==> src/rtl/mmio_uart_pkg.sv <==
// mmio_uart_pkg: shared definitions for the memory-mapped UART blocks.
// Contents: register offsets within the I/O window, the TX FSM state encoding
// and the bit positions of the STATUS register.
// Build option: MMIO_UART_PARITY_EN adds the PARITY state to the encoding.
package mmio_uart_pkg;
    localparam logic [3:0] TXDATA_OFS  = 4'h0;
    localparam logic [3:0] STATUS_OFS  = 4'h4;
    localparam logic [3:0] BAUDDIV_OFS = 4'h8;

    typedef enum logic [2:0] {
        IDLE,
        START,
        DATA,
`ifdef MMIO_UART_PARITY_EN
        PARITY,
`endif
        STOP
    } state_t;

    localparam int ST_FULL  = 0;
    localparam int ST_EMPTY = 1;
    localparam int ST_BUSY  = 2;
    localparam int ST_OVF   = 3;
    localparam int ST_PAR   = 4;
endpackage

==> src/rtl/mmio_uart_tx_sync_fifo.sv <==
// sync_fifo: single-clock circular FIFO, reusable by the UART TX and RX blocks.
// Ports:
//   CLK    in   system clock
//   RESET  in   synchronous active-low reset (empties the FIFO)
//   push   in   write din; ignored while full
//   din    in   WIDTH-bit write data
//   pop    in   advance the read pointer; ignored while empty
//   dout   out  WIDTH-bit head entry (valid while !empty)
//   full   out  count == DEPTH
//   empty  out  count == 0
//   count  out  number of stored entries
module sync_fifo #(
    parameter int WIDTH = 8,
    parameter int DEPTH = 8,
    localparam int AW = $clog2(DEPTH),
    localparam int CW = $clog2(DEPTH) + 1
) (
    input  logic             CLK,
    input  logic             RESET,
    input  logic             push,
    input  logic [WIDTH-1:0] din,
    input  logic             pop,
    output logic [WIDTH-1:0] dout,
    output logic             full,
    output logic             empty,
    output logic [CW-1:0]    count
);
    logic [WIDTH-1:0] mem [DEPTH];
    logic [AW-1:0]    wptr, rptr;
    logic             do_push, do_pop;

    assign full    = count == CW'(DEPTH);
    assign empty   = count == '0;
    assign do_push = push && !full;
    assign do_pop  = pop && !empty;
    assign dout    = mem[rptr];

    always_ff @(posedge CLK)
        if (do_push) mem[wptr] <= din;

    // DEPTH is a power of two, so the pointers wrap naturally
    always_ff @(posedge CLK) begin
        if (!RESET) begin
            wptr  <= '0;
            rptr  <= '0;
            count <= '0;
        end else begin
            if (do_push) wptr <= wptr + 1'b1;
            if (do_pop) rptr <= rptr + 1'b1;
            count <= count + CW'(do_push) - CW'(do_pop);
        end
    end
endmodule

==> src/rtl/mmio_uart_tx.sv <==
// mmio_uart_tx: memory-mapped UART transmitter with a byte FIFO (8N1, or 8E1).
// Ports:
//   CLK          in   system clock
//   RESET        in   synchronous active-low reset
//   IOWriteData  in   32-bit store data from the core
//   IOAddr       in   byte offset within the I/O window (bits [1:0] ignored)
//   IOWriteEn    in   store to the I/O window this cycle
//   IOReadData   out  combinational load data for IOAddr
//   TXD          out  registered serial output, idle high
// Registers: 0x0 TXDATA (W), 0x4 STATUS (R, write clears ovf), 0x8 BAUDDIV (R/W).
// Build option: define MMIO_UART_PARITY_EN to append an even parity bit.
module mmio_uart_tx
    import mmio_uart_pkg::*;
#(
    parameter int          FIFO_DEPTH  = 8,
    parameter logic [15:0] DEFAULT_DIV = 16'd86
) (
    input  logic        CLK,
    input  logic        RESET,
    input  logic [31:0] IOWriteData,
    input  logic [3:0]  IOAddr,
    input  logic        IOWriteEn,
    output logic [31:0] IOReadData,
    output logic        TXD
);
    localparam int CW = $clog2(FIFO_DEPTH) + 1;
`ifdef MMIO_UART_PARITY_EN
    localparam logic PAR_EN = 1'b1;
`else
    localparam logic PAR_EN = 1'b0;
`endif

    state_t        state;
    logic [15:0]   bauddiv, divlat, divcnt;
    logic [7:0]    shift, dout;
    logic [2:0]    bitcnt;
    logic          ovf, full, empty, push, pop, bit_end;
    logic          wr_tx, wr_st, wr_bd;
    logic [3:0]    sel;
    logic [CW-1:0] count;
    logic [31:0]   status;
    logic          unused;
`ifdef MMIO_UART_PARITY_EN
    logic          par;
`endif

    assign unused  = ^{IOWriteData[31:16], IOAddr[1:0]};
    assign sel     = {IOAddr[3:2], 2'b00};
    assign wr_tx   = IOWriteEn && sel == TXDATA_OFS;
    assign wr_st   = IOWriteEn && sel == STATUS_OFS;
    assign wr_bd   = IOWriteEn && sel == BAUDDIV_OFS;
    assign push    = wr_tx && !full;
    assign pop     = state == IDLE && !empty;
    assign bit_end = divcnt == divlat;

    sync_fifo #(.WIDTH(8), .DEPTH(FIFO_DEPTH)) u_fifo (
        .CLK   (CLK),
        .RESET (RESET),
        .push  (push),
        .din   (IOWriteData[7:0]),
        .pop   (pop),
        .dout  (dout),
        .full  (full),
        .empty (empty),
        .count (count)
    );

    always_comb begin
        status            = '0;
        status[15:8]      = 8'(count);
        status[ST_PAR]    = PAR_EN;
        status[ST_OVF]    = ovf;
        status[ST_BUSY]   = state != IDLE;
        status[ST_EMPTY]  = empty;
        status[ST_FULL]   = full;
        IOReadData        = sel == STATUS_OFS  ? status :
                            sel == BAUDDIV_OFS ? {16'b0, bauddiv} : 32'b0;
    end

    always_ff @(posedge CLK) begin
        if (!RESET) begin
            bauddiv <= DEFAULT_DIV;
            ovf     <= 1'b0;
        end else begin
            if (wr_bd) bauddiv <= IOWriteData[15:0];
            ovf <= wr_st ? 1'b0 : (wr_tx && full) ? 1'b1 : ovf;
        end
    end

    // TXD is driven from the pre-edge state, so the line trails the FSM by one cycle
    always_ff @(posedge CLK) begin
        if (!RESET) begin
            state  <= IDLE;
            TXD    <= 1'b1;
            divcnt <= '0;
            divlat <= '0;
            bitcnt <= '0;
            shift  <= '0;
`ifdef MMIO_UART_PARITY_EN
            par    <= 1'b0;
`endif
        end else begin
`ifdef MMIO_UART_PARITY_EN
            TXD <= state == START ? 1'b0 : state == DATA ? shift[0] : state == PARITY ? par : 1'b1;
`else
            TXD <= state == START ? 1'b0 : state == DATA ? shift[0] : 1'b1;
`endif
            if (state == IDLE) begin
                if (!empty) begin
                    shift  <= dout;
                    state  <= START;
                    divcnt <= '0;
                    divlat <= bauddiv;
`ifdef MMIO_UART_PARITY_EN
                    par    <= ^dout;
`endif
                end
            end else if (bit_end) begin
                // every bit period re-samples BAUDDIV
                divcnt <= '0;
                divlat <= bauddiv;
                case (state)
                    START: begin
                        state  <= DATA;
                        bitcnt <= '0;
                    end
                    DATA: begin
                        shift  <= shift >> 1;
                        bitcnt <= bitcnt + 1'b1;
`ifdef MMIO_UART_PARITY_EN
                        if (bitcnt == 3'd7) state <= PARITY;
`else
                        if (bitcnt == 3'd7) state <= STOP;
`endif
                    end
`ifdef MMIO_UART_PARITY_EN
                    PARITY: state <= STOP;
`endif
                    default: state <= IDLE;
                endcase
            end else begin
                divcnt <= divcnt + 1'b1;
            end
        end
    end
endmodule

==> config.mk <==
export PLATFORM = sky130hd
export DESIGN_NAME = mmio_uart_tx
export DESIGN_NICKNAME = d
export VERILOG_FILES = /design/src/rtl/mmio_uart_pkg.sv /design/src/rtl/mmio_uart_tx_sync_fifo.sv /design/src/rtl/mmio_uart_tx.sv
export SDC_FILE = /design/constraint.sdc
export NUM_CORES = 1
export LEC_CHECK = 0
export BUFFER_PORTS_ARGS = -buffer_cell sky130_fd_sc_hd__buf_2
export CORE_MARGIN = 4
export CORE_UTILIZATION = 40
export CTS_BUF_LIST = sky130_fd_sc_hd__clkbuf_4
export CTS_CLUSTER_SIZE = 28
export DETAILED_ROUTE_END_ITERATION = 8
export PLACE_DENSITY = 0.69
export SKIP_CTS_REPAIR_TIMING = 1
export SYNTH_ARGS = -nofsm -noshare
export SYNTH_HDL_FRONTEND = slang
export SYNTH_SLANG_ARGS = --single-unit
==> constraint.sdc <==
create_clock -name CLK -period 4.1 [get_ports CLK]
set_clock_uncertainty 0.15 [all_clocks]
set_input_delay 0.82 -clock CLK [delete_from_list [all_inputs] [get_ports CLK]]
set_output_delay 0.82 -clock CLK [all_outputs]
set_load 0.005 [all_outputs]
### Word level (Yosys, flattened, before mapping)

Memories as Yosys holds them, arrays and structs flattened. A register that Yosys moved wholly into a read port is not among the register bits.
Cells that the tools add are included.

* $add $sub $neg: 6
* equality and inequality tests: 9
* mux-type cells: 24
* bitwise gates (word level): 2
* reduce and logical (&&, ||, !) cells: 22

Operators by type and width (number)
* $mux 16: 8
* $mux 8: 4
* $mux 3: 6
* $add 16x1->16 const B: 1
* $eq 16x16->1: 1
* $pmux 3 s2: 2
* $add 3x1->3 const B: 3
* $reduce_and 3->1: 3
* $logic_and 1x1->1: 8
* $logic_not 4->1: 2
* $reduce_bool 2->1: 3
* $add 4x1->4: 1
* $eq 4x4->1 const B: 1
* $mux 1: 4
* $sub 4x1->4: 1
* $eq 3x1->1 const B: 1
* $eq 3x2->1 const B: 1
* $eq 3x3->1 const B: 1
* $logic_not 3->1: 1
* $ne 3x1->1 const B: 1
* $reduce_bool 3->1: 1
* $eq 2x1->1 const B: 1
* $eq 2x2->1 const B: 1
* $logic_not 1->1: 2
* other kinds (4): 5

* register bits after elaboration: 74
* memory bits (writable): 64
* input port bits: 39
* output and inout bits: 33
* word-level logic and storage cells: 75
* memories kept: 1

Memories
* u_fifo.mem: words 8, width 8, rd ports 1, clocked after Yosys merged registers in 1, write ports 1, RTL line mmio_uart_tx_sync_fifo.sv:28 `logic [WIDTH-1:0] mem [DEPTH];`

### Logic depth before layout (Yosys ltp)

Gate-level depths: netlist of the first run.

* depth after elaboration: 6
* gate-level depth with buffers: 13
* mapped depth without buffers: 11

### Hierarchy

A second synthesis of the first run with hierarchy kept.

* cell total of the unflattened synthesis: 566
* area total of the unflattened synthesis: 6522.5 µm²

By module, submodules not included
* mmio_uart_tx: times used 1, cells an instance 394, area each 3342.0 µm², sequential area each 1261.2 µm²
* sync_fifo: times used 1, cells an instance 172, area each 3180.6 µm², sequential area each 2182.1 µm²

### Least setup slack after synthesis of the first run

No wires, ideal clock.

* path type: input port to flip-flop
* start: input port IOAddr[3]
* end: memory u_fifo.mem[0][0] (enable)
* data arrival time: 2.371 ns
* data required time: 3.567 ns
* path slack: 1.196 ns
* stages: 3
* path buffers: 0
* cells stage by stage: nor4b_1 -> nand2b_1 -> nor3_1

* longest elaborated chain between the ends: 6

RTL lines
* from (decl): RTL line mmio_uart_tx.sv:21 `input logic [3:0] IOAddr,`
* $logic_not 4->1: RTL line mmio_uart_tx.sv:49 `assign wr_tx = IOWriteEn && sel == TXDATA_OFS;`
* $logic_and 1x1->1: RTL line mmio_uart_tx.sv:49
* $logic_and 1x1->1: RTL line mmio_uart_tx.sv:52 `assign push = wr_tx && !full;`
* $logic_and 1x1->1: RTL line mmio_uart_tx_sync_fifo.sv:34 `assign do_push = push && !full;`
* $mux 1: RTL line mmio_uart_tx_sync_fifo.sv:39 `if (do_push) mem[wptr] <= din;`
* $mux 1 (implied by the code): RTL line mmio_uart_tx_sync_fifo.sv:39
* to (decl): RTL line mmio_uart_tx_sync_fifo.sv:28

Every way passes these cells.

### Worst setup path in the final report of the first run

* start: input port IOAddr[3]
* end: output port IOReadData[7]

* longest elaborated chain between the ends: 3
* elaborated cells on any way between the ends: 4
* classes of those cells: eq/ne: 2; mux: 2

RTL lines
* $eq 2x2->1: RTL line mmio_uart_tx.sv:77 `sel == BAUDDIV_OFS ? {16'b0, bauddiv} : 32'b0;`
* $mux 16: RTL line mmio_uart_tx.sv:77
* $mux 16 *: RTL line mmio_uart_tx.sv:76 `IOReadData = sel == STATUS_OFS ? status :`
* to (decl): RTL line mmio_uart_tx.sv:23 `output logic [31:0] IOReadData,`

Every way passes the cells marked *; elsewhere a longest branch is shown, timed or not.

==> results.cfg, run 1 <==
[global_route]
grtUsageTotal_pct = 13.7
grt-ovfl-total = 0
grt_pass1_wl_um = 19600
antenna_found_initial = 0
grt_max_degree = 70
grt_pass1_vias = 3909

[detailed_routing]
routed_via_density = 4.99
drtPass1Iterations = 7
drt-total-wl_um = 12000
wl_met1_um = 5570
wl_per_cell_um = 14.8
drtAntennaViolNets = 0
drtIter0Drc = 254
vias = 4048
maxUsedRoutingLayer = met4
drcViolationCount = 0
met3_length_um = 475
met2_wirelength_um = 5880

[worst_setup_path]
rrSetupSlack_ns = 1.36
reg2reg_to = divlat[7]
worstSetupPathType = in2out
reg2reg_from = divcnt[4]
required_ns = 3.13
r2r_cells = 5
crit_fanout = 18
arrival_ns = 2.07
crit_path_end_kind = primary output
crit_path_start_kind = input pin

[flow_run]
drv_cap = 0

[final_layout]
drive_above_1_share_pct = 17.2
final_nets = 641
area.growth.synth_to_final_pct = 9.38
diodes = 0
n_fill_cell = 1399

[floorplan]
boundaryPins = 72
die_width_um = 133
core-area_um2 = 15300
fp-row-count = 45
start_util_pct = 41.1
die_height_um = 133
die_area_um2 = 17700

[synthesis]
synth_area_per_cell_um2 = 11.3
synth_cells = 555
async_flop_share_pct = 0
post-synth-top-area-cell = edfxtp_1
synth_flop_cell = dfxtp_1
syn-cell-area_um2 = 6270
ys_types = 54
yosys_warnings = 0
yosys_register_bits = 140
yosys-top-cells-area = edfxtp_1 31%, dfxtp_1 24%, nand2_1 6.3%
synth_edf_count = 64
yosysSeqAreaShare_pct = 54.9
synth_top_area_share_pct = 30.7

[hold_path]
hold_path_end = shift[4]
hp-start = shift[4]
hold_depth = 2
hold_class = reg2reg

[sta]
tightest_slew_ns = 1.05
finalWorstSetupSlack_ns = 1.06
hold_viol = 0
fmax_mhz = 329
setup_viol = 0
slew_headroom_pct = 29.8
fin_crit_sh_pct = 74.1
report.final.slew_viol_count = 0
period_minus_slack_ns = 3.04
rsz0062_at_grt = no
setup_tns_ns = 0

[placed_design]
place.port_buffers = 37
dpl.hpwl_um = 8480
place_congestion = 0.792
post-place-ws_ns = 1.09

[power_and_ir_drop]
vdd_ir_drop_max_uv = 368
power_leakage_uw = 0.00259
p_per_area_nw_per_um2 = 564

[status]
outcome = completed

[cts]
clk_latency_ns = 0.54
clock_path_buffers = 2
cts_sinks = 140
clkTransAtPathRegs_ns = 0.14
cts_tree = built
clockRootBuffer = clkbuf_4
cts-buffers-inserted = 17
h-tree-depth = 4
stage by stage:
stage               cell area [µm²]  std cells  utilization [%]  power (µW)  hold WS [ns]
floorplan                      6320        570                -        2770         0.289
global placement               6590        779             43.2        3010         0.296
detailed placement             6590        779             43.2        3050         0.302
CTS                            6860        811             44.9        3910         0.285
global route                   6860        811             44.9        4120         0.294
finish                         6860        811             44.9        3870         0.322
cell usage in the layout (no fill, tap or decap), drive strengths merged, types with 4 or more instances in the layout:
cell,netlist,layout
nor2b,4,4
dfxtp,76,76
mux2i,39,39
clkinv,0,4
a31oi,7,7
edfxtp,64,64
inv,15,26
nand4,6,6
nor2,23,23
ha,14,14
xnor2,5,5
nand2,105,105
buf,24,45
or4,4,4
nand3,10,10
xor2,21,21
mux4,16,16
nor4,7,7
o21ai,15,15
nand2b,5,5
a21oi,18,18
o211ai,9,9
clkbuf,23,17
conb,1,16
and2,12,12
critical path, cell delays in order:
cell    delay, ns
buf_2        0.11
inv_1        0.05
nor2_1       0.72
and2_1       0.25
buf_2        0.12
power breakdown:
group	internal [µW]	switching [µW]	leakage [µW]
clock	275	581	0.000154
sequential	1600	152	0.00120
combinational	572	692	0.00124
total	2440	1420	0.00259
cell type report:
type | count | area, µm² | share of cell area, %
Clock inverter | 15 | 144 | 2.10
Tap cell | 211 | 264 | 3.85
Timing Repair Buffer | 45 | 245 | 3.58
Clock buffer | 17 | 128 | 1.86
Multi-Input combinational cell | 368 | 2580 | 37.6
Inverter | 15 | 56.3 | 0.821
Sequential cell | 140 | 3440 | 50.2
cells in the mapped netlist (all sizes together) (2+ instances only):
master	n
xor2	21
a21oi	18
nand2b	5
dfxtp	76
a22o	2
nor4	7
xnor2	5
ha	14
and4	3
a31oi	7
and2	12
a41oi	2
inv	15
nand4b	2
clkbuf	23
nand4	6
mux2i	39
nor2b	4
buf	24
a22oi	2
o31ai	3
mux4	16
or3	2
nand3	10
nor2	23
o21ai	15
and3	3
or4	4
nor3	3
nand2	105
edfxtp	64
o211ai	9
state kept, by name, indices dropped and copies added (netlist names), named ones only:
name          flops
u_fifo.rptr       3
u_fifo.wptr       3
bauddiv          16
bitcnt            3
u_fifo.mem       64
state             2
divcnt           16
ovf               1
TXD               1
divlat           16
u_fifo.count      4
shift             8
worst max path at each step:
stage | cells past startpoint | endpoint | startpoint
after detailed placement | 6 | IOReadData[10] | IOAddr[3]
final | 5 | IOReadData[7] | IOAddr[3]
after floorplan | 3 | u_fifo.mem[0][0] | IOAddr[3]
after global placement | 6 | IOReadData[10] | IOAddr[3]
after global routing | 6 | IOReadData[2] | IOAddr[3]
after CTS | 6 | IOReadData[10] | IOAddr[3]
logic make-up (layout without fill, tap and decap cells):
kind of cell | count (synthesis) | in the layout | share of synthesized area, %
adder cells (fa/ha/maj) | 15 | 15 | 3.11
flip-flops | 140 | 140 | 54.9
buffers and inverters | 62 | 92 | 4.87
AO/OA/AOI/OAI | 64 | 64 | 6.75
XOR/XNOR | 26 | 26 | 3.63
other | 1 | 16 | 0.0598
multiplexers | 55 | 55 | 12.0
AND/OR/NAND/NOR | 192 | 192 | 14.7
routing by layer:
metal,global-route usage (%),up-vias
met5,0,-
met3,3.89,15
met4,2.91,0
li1,-,2005
met2,22.0,73
met1,18.8,1955
(Power assumes the default switching activity.)
==> inputs of run 2 (changes only) <==
- clock period: 4.1 -> 3.1 ns (I/O delays scaled with it)
==> run 2 against run 1 <==
Net effect:
- sequential share of layout area decreased by 0.46 points
- worst setup slack got worse by 0.60 ns
- first-iteration DRC count increased by 21%
- hold slack got worse by 0.16 ns
- wire length increased by 1.3%
- largest cell class unchanged
- critical endpoint is now u_fifo.count[2]
- non-clock buffer count increased by 10
- largest power group unchanged
==> results.cfg, run 2 (same netlist as run 1, synthesis figures left out) <==
[placed_design]
dpl.hpwl_um = 8780
place_congestion = 0.814
post-place-ws_ns = 0.490
place.port_buffers = 37

[sta]
setup_viol = 0
tightest_slew_ns = 0.726
finalWorstSetupSlack_ns = 0.465
period_minus_slack_ns = 2.64
fin_crit_sh_pct = 85.0
hold_viol = 0
report.final.slew_viol_count = 0
slew_headroom_pct = 51.5
rsz0062_at_grt = no
fmax_mhz = 379
setup_tns_ns = 0

[final_layout]
area.growth.synth_to_final_pct = 10.4
final_nets = 651
n_fill_cell = 1413
regMostFlops = u_fifo.mem
diodes = 0
largest_reg_flops = 64
drive_above_1_share_pct = 18.4
mostFrequentLayoutCells = 105 x nand2_1, 76 x dfxtp_1, 64 x edfxtp_1, 39 x mux2i_1, 37 x buf_2
mostFrequentLayoutCell = nand2_1

[floorplan]
fp-row-count = 45
core-area_um2 = 15300
start_util_pct = 41.1
boundaryPins = 72
die_width_um = 133
die_height_um = 133
die_area_um2 = 17700

[cts]
cts_tree = built
cts_sinks = 140
clk_latency_ns = 0.54
clockRootBuffer = clkbuf_4
cts-buffers-inserted = 17
clock_path_buffers = 2
clkTransAtPathRegs_ns = 0.12
h-tree-depth = 4

[worst_setup_path]
arrival_ns = 2.91
cp_cell_sequence = inv_1, ha_1, nor4bb_1, nor2b_1, ha_1, inv_1, ha_1, inv_1, fa_1, xor2_1, nor2_1
cp_slowest_cell = nor4bb_1
worst_path_largest_cell_delay_ns = 0.44
crit_fanout = 4
crit_path_end_kind = flip-flop
required_ns = 3.38
worstSetupPathType = reg2reg
crit_path_start_kind = flip-flop

[hold_path]
hold_class = in2reg

[detailed_routing]
wl_per_cell_um = 14.9
routed_via_density = 4.99
vias = 4094
drtPass1Iterations = 4
drtAntennaViolNets = 0
drcViolationCount = 0
drt-total-wl_um = 12200
drtIter0Drc = 307

[global_route]
antenna_found_initial = 0
grt_pass1_wl_um = 20300
grt_max_degree = 47
grt_pass1_vias = 4034
grt-ovfl-total = 0
grtUsageTotal_pct = 14.3

[power_and_ir_drop]
vdd_ir_drop_max_uv = 427
p_per_area_nw_per_um2 = 740
power_leakage_uw = 0.00262

[flow_run]
drv_cap = 0

[status]
outcome = completed
-- run 2: final cells by class --
type	count	area [µm²]	share of cell area (%)
sequential	140	3440	49.8
multi-input combinational	368	2580	37.2
timing repair buffer	55	320	4.63
tap	211	264	3.81
clock buffer	19	143	2.06
clock inverter	13	118	1.70
inverter	15	56.3	0.814
-- run 2: path summary, 6_finish.rpt --
check	start	cells after the start	endpoint	slack, ns
worst max-delay path	u_fifo.count[2]	11	u_fifo.count[2]	0.46
worst min-delay path	IOWriteEn	2	ovf	0.16
worst max register to register	u_fifo.count[2]	11	u_fifo.count[2]	0.46
worst min register to register	shift[0]	2	shift[0]	0.32
-- run 2: power by group --
group | internal, µW | switching [µW]
registers | 2110 | 158
clock network | 421 | 684
logic | 783 | 966
total | 3320 | 1810
-- run 2: stage by stage --
stage	utilization, %	total power (µW)	hold WS [ns]	area [µm²]	cells
final	45.4	5120	0.163	6920	821
after global routing	45.4	5470	0.115	6920	821
after CTS	45.4	5180	0.0909	6920	821
after detailed placement	43.6	4070	0.308	6660	789
after global placement	43.6	4000	0.296	6660	789
after floorplan	-	3660	0.289	6320	570
-- run 2: worst max-delay path: cells and delay by family (launching register included) --
family | cells | cell delay (ns)
XOR/XNOR | 1 | 0.16
AND/OR/NAND/NOR | 3 | 0.63
buffers and inverters | 3 | 0.25
adder cells (fa/ha/maj) | 4 | 1.02
flip-flops | 1 | 0.33
-- run 2: per-layer routing --
| layer | track usage, % | vias up | part of all wire (%) |
|---|---|---|---|
| met2 | 22.7 | 65 | 49 |
| met4 | 3.89 | 0 | 0.94 |
| li1 | - | 2024 | - |
| met3 | 4.38 | 15 | 3.8 |
| met1 | 19.1 | 1990 | 46 |
| met5 | 0 | - | 0 |
==> inputs of run 3 (changes only) <==
- CTS_CLUSTER_SIZE: 28 -> unset
- PLACE_DENSITY: 0.69 -> 0.71
- clock period: 3.1 -> 2.4 ns (I/O delays scaled with it)
==> run 3 against run 2 <==
Net effect:
- global-route usage up 0.31 points
- power up 36%
- wire length up 4.7%
- flip-flop and latch count unchanged
- non-clock buffer count up 18
- hold slack worse by 0.071 ns
- sequential power up 28%
- critical path type unchanged
==> results.cfg, run 3 (same netlist as run 1, synthesis figures left out) <==
[status]
outcome = completed

[floorplan]
die_width_um = 133
die_height_um = 133
boundaryPins = 72
core-area_um2 = 15300
fp-row-count = 45
die_area_um2 = 17700
start_util_pct = 41.1

[sta]
fin_crit_sh_pct = 96.3
tightest_slew_ns = 0.670
slew_headroom_pct = 55.3
setup_viol = 0
report.final.slew_viol_count = 0
fmax_mhz = 433
period_minus_slack_ns = 2.31
hold_viol = 0

[final_layout]
final_area_um2 = 7210
diodes = 0
mostFrequentLayoutCells = 105 x nand2_1, 74 x dfxtp_1, 64 x edfxtp_1, 39 x mux2i_1, 37 x buf_2
instances_no_fill = 839
largest_reg_flops = 64
area.growth.synth_to_final_pct = 15.0
n_fill_cell = 1365
drive_above_1_share_pct = 22.1
regMostFlops = u_fifo.mem
post-route-util_pct = 47.3
final_nets = 669
mostFrequentLayoutCell = nand2_1

[global_route]
grt_pass1_vias = 4077
grt_pass1_wl_um = 20700
grt_max_degree = 35
antenna_found_initial = 1
grtUsageTotal_pct = 14.6
grt-ovfl-total = 0

[worst_setup_path]
r2r_cells = 10
cp_cell_sequence = inv_2, ha_4, nor4bb_4, nor2b_2, ha_4, inv_2, ha_4, inv_2, fa_2, nor2_1
reg2reg_to = u_fifo.count[1]
cp_slowest_cell = fa_2
rrSetupSlack_ns = 0.09
path_delay_family = adder cells
worst_path_largest_cell_delay_ns = 0.51
worst-path-buf-inv = 3
crit_path_end_kind = flip-flop
worstSetupPathType = reg2reg
crit_fanout = 4
arrival_ns = 2.57
crit_path_start_kind = flip-flop
required_ns = 2.66
reg2reg_from = state[1]

[cts]
clock_path_buffers = 2
h-tree-depth = 4
cts_tree = built
clk_latency_ns = 0.52
cts-buffers-inserted = 17
clkTransAtPathRegs_ns = 0.13
clockRootBuffer = clkbuf_4
cts_sinks = 140

[detailed_routing]
drcViolationCount = 0
drt-total-wl_um = 12800
drtIter0Drc = 219
drtAntennaViolNets = 0
vias = 4221
routed_via_density = 5.03
wl_per_cell_um = 15.2
drtPass1Iterations = 5

[placed_design]
placedCellCount = 798
place_congestion = 0.881
dpl.hpwl_um = 9050
place.port_buffers = 37
place_area_um2 = 6810

[power_and_ir_drop]
power_leakage_uw = 0.00274
finalPower_uw = 6970
vdd_ir_drop_max_uv = 565
p_per_area_nw_per_um2 = 966

[hold_path]
hp-start = IOWriteData[6]
hold_depth = 1
hold_path_end = u_fifo.mem[5][6]
hold_class = in2reg

[flow_run]
drv_cap = 0
run 3: worst max path at each step:
stage / start / endpoint / depth (start not counted)
2_1_floorplan: state[1] / u_fifo.count[1] / 12
3_3_place_gp: state[1] / u_fifo.count[1] / 10
3_5_place_dp: state[1] / u_fifo.count[1] / 10
4_1_cts: u_fifo.count[2] / IOReadData[0] / 5
5_1_grt: state[1] / u_fifo.count[2] / 11
6_report: state[1] / u_fifo.count[1] / 10
run 3: power breakdown:
part	internal, µW	switching [µW]
registers	2730	177
logic	1220	1350
clock network	553	944
total	4500	2470
run 3: metrics by stage:
step	hold slack (ns)	setup TNS [ns]	worst slack (ns)
6_report	0.0922	0	0.0885
5_1_grt	0.0340	-0.0152	-0.0117
4_1_cts	-0.0241	-0.139	-0.135
3_5_place_dp	0.311	0	0.0221
3_3_place_gp	0.296	0	0.0979
2_1_floorplan	0.289	-0.0172	-0.0172
run 3: layout make-up:
type                            instances  area [µm²]  share of cell area (%)
Inverter                               15        56.3                   0.781
Tap cell                              211         264                    3.66
Multi-Input combinational cell        368        2660                    36.9
Clock buffer                           17         128                    1.77
Clock inverter                         15         153                    2.12
Sequential cell                       140        3450                    47.8
Timing Repair Buffer                   73         503                    6.98
run 3: routing by layer:
metal	GRT usage, %	vias to the layer above	wire, µm
li1	-	2070	-
met1	19.5	2027	5770
met2	23.7	108	6200
met3	3.81	14	640
met4	4.00	2	139
met5	0	-	13
